[src/rtl/uop_datapath.sv]
// Micro-op datapath: register file, 2*WIDTH-bit PC and a stallable req/ack memory port.
// Single-cycle ops retire in IDLE; LOAD/STORE park in MEM until the memory acknowledges.
module uop_datapath #(
    parameter int WIDTH    = 8,
    parameter int NUM_REGS = 4,
    parameter logic [2*WIDTH-1:0] PC_RESET = 16'hAABB,
    localparam int RW = $clog2(NUM_REGS),
    localparam int AW = 2 * WIDTH
) (
    input  logic            clk,
    input  logic            rst,
    input  logic            uop_valid,
    output logic            uop_ready,
    input  logic [2:0]      uop_op,
    input  logic [RW-1:0]   uop_rd,
    input  logic [RW-1:0]   uop_rs,
    input  logic            uop_use_pc,
    input  logic            uop_pc_inc,
    output logic            mem_req,
    output logic            mem_we,
    output logic [AW-1:0]   mem_addr,
    output logic [WIDTH-1:0] mem_wdata,
    input  logic [WIDTH-1:0] mem_rdata,
    input  logic            mem_ack,
    output logic [AW-1:0]   pc,
    output logic            uop_done,
    output logic            err,
    output logic            dbgState
);

    localparam logic [2:0] OP_NOP     = 3'd0;
    localparam logic [2:0] OP_MOV     = 3'd1;
    localparam logic [2:0] OP_LOAD    = 3'd2;
    localparam logic [2:0] OP_STORE   = 3'd3;
    localparam logic [2:0] OP_PC_INC  = 3'd4;
    localparam logic [2:0] OP_PC_DEC  = 3'd5;
    localparam logic [2:0] OP_PC_LOAD = 3'd6;
    localparam logic [2:0] OP_RSVD    = 3'd7;

    typedef enum logic {IDLE = 1'b0, MEM = 1'b1} state_t;

    state_t state, stateNext;
    logic [WIDTH-1:0] regFile [NUM_REGS];
    logic             latchWe;
    logic [RW-1:0]    latchRd;
    logic             latchPcInc;
    logic             accept;
    logic             memFinish;
    logic             doneNext;

    assign dbgState = state;

    // Handshake: a micro-op transfers on a rising edge where uop_valid && uop_ready
    // and rst is low; uop_ready depends only on state, never on uop_valid.
    always_comb begin
        stateNext = state;
        accept    = 1'b0;
        memFinish = 1'b0;
        doneNext  = 1'b0;
        uop_ready = 1'b0;
        mem_req   = 1'b0;
        mem_we    = 1'b0;
        case (state)
            IDLE: begin
                uop_ready = 1'b1;
                if (uop_valid) begin
                    accept = 1'b1;
                    if (uop_op == OP_LOAD || uop_op == OP_STORE) begin
                        stateNext = MEM;
                    end else begin
                        doneNext = 1'b1;
                    end
                end
            end
            MEM: begin
                mem_req = 1'b1;
                mem_we  = latchWe;
                if (mem_ack) begin
                    memFinish = 1'b1;
                    doneNext  = 1'b1;
                    stateNext = IDLE;
                end
            end
            default: stateNext = IDLE;
        endcase
    end

    always_ff @(posedge clk) begin
        if (rst) begin
            state      <= IDLE;
            pc         <= PC_RESET;
            mem_addr   <= '0;
            mem_wdata  <= '0;
            latchWe    <= 1'b0;
            latchRd    <= '0;
            latchPcInc <= 1'b0;
            uop_done   <= 1'b0;
            err        <= 1'b0;
            for (int i = 0; i < NUM_REGS; i++) regFile[i] <= '0;
        end else begin
            state    <= stateNext;
            uop_done <= doneNext;
            if (accept) begin
                case (uop_op)
                    OP_NOP:     ;
                    OP_MOV:     regFile[uop_rd] <= regFile[uop_rs];
                    OP_PC_INC:  pc <= pc + AW'(1);
                    OP_PC_DEC:  pc <= pc - AW'(1);
                    OP_PC_LOAD: pc <= {regFile[uop_rd], regFile[uop_rs]};
                    OP_RSVD:    err <= 1'b1;
                    default: begin
                        // LOAD/STORE: address and data are frozen here for the whole MEM stay
                        mem_addr   <= uop_use_pc ? pc : {regFile[1], regFile[0]};
                        mem_wdata  <= regFile[uop_rs];
                        latchWe    <= (uop_op == OP_STORE);
                        latchRd    <= uop_rd;
                        latchPcInc <= uop_pc_inc;
                    end
                endcase
            end
            if (memFinish) begin
                if (!latchWe) regFile[latchRd] <= mem_rdata;
                if (latchPcInc) pc <= pc + AW'(1);
            end
        end
    end

endmodule

[config.mk]
export PLATFORM = sky130hd
export DESIGN_NAME = uop_datapath
export DESIGN_NICKNAME = d
export VERILOG_FILES = /design/src/rtl/uop_datapath.sv
export SDC_FILE = /design/constraint.sdc
export NUM_CORES = 1
export LEC_CHECK = 0
export ABC_AREA = 1
export BUFFER_PORTS_ARGS = -buffer_cell sky130_fd_sc_hd__buf_2
export CORE_ASPECT_RATIO = 0.9
export CORE_MARGIN = 2
export CORE_UTILIZATION = 40
export CTS_BUF_LIST = sky130_fd_sc_hd__clkbuf_16
export CTS_CLUSTER_DIAMETER = 100
export DETAILED_ROUTE_END_ITERATION = 16
export PLACE_DENSITY = 0.58
export SLEW_MARGIN = 20
export SYNTH_ARGS = -nofsm -noshare
export SYNTH_HDL_FRONTEND = slang
export SYNTH_SLANG_ARGS = --single-unit
export TNS_END_PERCENT = 5
[constraint.sdc]
create_clock -name clk -period 2.45 [get_ports clk]
set_input_delay 0.1225 -clock clk [delete_from_list [all_inputs] [get_ports clk]]
set_output_delay 0.1225 -clock clk [all_outputs]
set_load 0.005 [all_outputs]
==> impl_metrics.csv <==
group,metric,value,unit
timing,fin_ws,0.436,ns
hold_path,holdPathStages,3,
logic_synthesis,synthCells,715,
clocking,hold_buffers,0,
cells_and_area,finalNetCount,784,
drt,routed.top_layer,"met4",
drt,routed-via-count,4902,
logic_synthesis,ys_types,33,
logic_synthesis,yosysWarnings,0,
critical_path,crit_top_cell,"nand2_4",
critical_path,cp_cell_sequence,"inv_2, nand2_2, nor4_4, nand2_4, o22ai_4, nand2_4, nand2_1",
die,dieArea,13000,µm²
timing,fmax,496,MHz
global_routing,grt_overflow,0,
critical_path,start_kind,"register",
logic_synthesis,async_flop_share,0,
power,p_leak,2.50,nW
clocking,clock_latency,0.35,ns
die,boundaryPins,67,
die,num_rows,38,
clocking,cts_root_buffer,"clkbuf_16",
critical_path,end_kind,"register",
drt,vias_per_cell,5.29,
logic_synthesis,synth-xor-area-share,0.00723,
logic_synthesis,synthAdderAreaFrac,0.00517,
logic_synthesis,syn_avg_cell_area,6.77,µm²
power,vdd_drop_max,0.513,mV
timing,setup_tns,0,ns
timing,min_period,2.01,ns
critical_path,arrival,2.03,ns
drt,wl_per_cell,16.7,µm
clocking,post_cts_resized,0,
cells_and_area,drive_gt1_frac,0.142,
die,initial_core_util,0.406,
clocking,cts_sinks,79,
critical_path,critPathMaxStageDelay,0.36,ns
timing,final_max_slew_viol_count,0,
global_routing,grt_max_degree,47,
power,power_per_cell_area,594,nW/µm²
critical_path,critical_path_required,2.47,ns
run_status,run_status,"complete, no violations",
die,fp.dieH,108,µm
drt,wl_met3,948,µm
placed_design,place_congestion,0.928,
logic_synthesis,synth_compound_area_frac,0.182,
clocking,clockBufferDepth,2,
die,core_area,11900,µm²
drt,drt_iter0_drc,376,
critical_path,r2r_cells,7,
critical_path,critPathMaxFanout,10,
logic_synthesis,yosys_register_bits,79,
clocking,path_clk_slew,0.06,ns
clocking,h-tree-depth,3,
logic_synthesis,syn_area,4840,µm²
timing,final-setup-viol-count,0,
die,die_w,120,µm
timing,grt_setup_unrepaired,"false",
cells_and_area,final_util,0.465,
hold_path,min_path_type,"input pin to register",
cells_and_area,fillers,1222,
drt,ant_nets,0,
timing,max_slew_margin,0.646,
drt,drt-total-wl,15.4,mm
logic_synthesis,muxShareOfSynthArea,0,
drt,wl_met2,7.21,mm
logic_synthesis,seq_area_frac_synth,0.393,
logic_synthesis,synth_nets,738,
timing,skew,0.00777,ns
logic_synthesis,synth-edff-count,32,
global_routing,grt_antenna_before_repair,0,
timing,worstMarginPinSlew,0.531,ns
timing,final-hold-violation-count,0,
critical_path,crit_path_start,"dbgState$_SDFF_PP0_",
clocking,cts_setup_buffers,0,
cells_and_area,num_antenna_cells,0,
logic_synthesis,synth_flop_cell,"dfxtp_1",
global_routing,grt_use_total,0.243,
clocking,cts_tree,"yes",
logic_synthesis,synth.area.top_cells,"edfxtp_1 (20%), dfxtp_1 (19%), nand2_1 (12%)",
clocking,cts_buffers,9,
logic_synthesis,yosys.area_share.simple,0.307,
global_routing,grt_pass1_vias,4486,
logic_synthesis,synth_top_area_frac,0.198,
critical_path,rr_startpoint,"dbgState$_SDFF_PP0_",
placed_design,place_ws,0.441,ns
placed_design,place_hpwl,11.6,mm
critical_path,critPathSlowestCell,"dfxtp_1",
hold_path,hold_start,"uop_pc_inc",
placed_design,io_buffer_count,66,
logic_synthesis,synth_top_family_by_area,"simple AND/OR/NAND/NOR gates",
global_routing,grt_pass1_wl,24.1,mm
critical_path,criticalPathCategory,"register to register",
timing,post-route-period-util,0.822,
drt,dr.pass1.iters,6,
cells_and_area,area_delta_synth_final,14.6,%
drt,drt-met1-wl,6.92,mm
job,maxCapViolations,0,
drt,drc,0,
logic_synthesis,synth_area_leader_cell,"edfxtp_1",
## worst max-delay path, delay by kind of cell (launching register included)
kind	cells	cell delay [ns]
AOI/OAI and AO/OA	1	0.25
buffers and inverters	1	0.09
DFF	1	0.36
and+or+nand+nor	5	0.98
## metrics by stage
| step | instances | total power, mW | hold slack, ns | area, µm² |
|---|---|---|---|---|
| after global routing | 926 | 3.43 | 0.0472 | 5550 |
| final | 926 | 3.30 | 0.0223 | 5550 |
| after CTS | 926 | 3.32 | 0.0117 | 5550 |
| after global placement | 910 | 1.96 | 0.348 | 5260 |
| after detailed placement | 910 | 1.96 | 0.364 | 5260 |
| after floorplan | 715 | 1.80 | 0.256 | 4840 |
## worst paths after layout
check | end | slack, ns
worst min register to register | err$_SDFFE_PP0P_ | 0.45
worst min-delay path | latchPcInc$_SDFFE_PP0P_ | 0.02
worst max register to register | regFile[0][6]$_SDFFCE_PN0P_ | 0.44
worst max-delay path | regFile[0][6]$_SDFFCE_PN0P_ | 0.44
## synthesized netlist by cell type, types with 2 or more instances
cell type / instances
o21ai_1: 6
nand3_1: 77
inv_2: 6
ha_1: 2
nand4_1: 5
o21a_1: 8
nand2_1: 161
xor2_1: 4
nand2_4: 4
o22ai_4: 2
a21oi_1: 85
buf_2: 25
nand2_2: 3
o211ai_1: 2
nor3_1: 4
nor2_1: 82
edfxtp_1: 32
clkbuf_1: 8
buf_4: 5
o21ai_0: 60
nand3b_1: 2
inv_1: 75
dfxtp_1: 47
## report_power, final
| group | internal, mW | switching, mW | total, mW |
|---|---|---|---|
| sequential | 1.43 | 0.0724 | 1.51 |
| combinational | 0.145 | 0.289 | 0.434 |
| clock | 0.791 | 0.570 | 1.36 |
## kinds of logic after synthesis
group	count (synthesis)
flops	79
buf+inv	122
fa+ha+maj	2
xor+xnor	4
simple gates	343
compound gates	165
## state kept, by name, indices dropped and copies added, names as in the netlist
signal / cells
err: 1
latchWe: 1
dbgState: 1
mem_addr: 16
mem_wdata: 8
uop_done: 1
regFile: 32
latchRd: 2
latchPcInc: 1
pc: 16
## final cells by class
cell class / instances / area [µm²] / share of cell area
clock inverter: 7 / 70.1 / 0.0126
sequential: 79 / 1900 / 0.342
tap: 160 / 200 / 0.0361
timing repair buffer: 74 / 403 / 0.0726
multi-input combinational: 514 / 2440 / 0.439
clock buffer: 9 / 225 / 0.0406
inverter: 83 / 314 / 0.0566
## routing by layer
metal	up-vias	global-route usage
met5	-	0
met4	0	0.0866
met3	25	0.0480
met2	169	0.396
met1	2264	0.321
li1	2444	-
## placed cells by master (no fill, tap or decap), types with 2 or more instances in the layout
| master | count |
|---|---|
| a21oi_1 | 85 |
| buf_2 | 66 |
| buf_4 | 7 |
| clkbuf_16 | 9 |
| clkinv_1 | 2 |
| dfxtp_1 | 47 |
| edfxtp_1 | 32 |
| ha_1 | 2 |
| inv_1 | 76 |
| inv_2 | 6 |
| inv_4 | 2 |
| inv_6 | 2 |
| nand2_1 | 161 |
| nand2_2 | 3 |
| nand2_4 | 4 |
| nand3_1 | 77 |
| nand3b_1 | 2 |
| nand4_1 | 5 |
| nor2_1 | 81 |
| nor3_1 | 4 |
| o211ai_1 | 2 |
| o21a_1 | 8 |
| o21ai_0 | 60 |
| o21ai_1 | 6 |
| o22ai_4 | 2 |
| xor2_1 | 4 |
(Power assumes the default switching activity.)
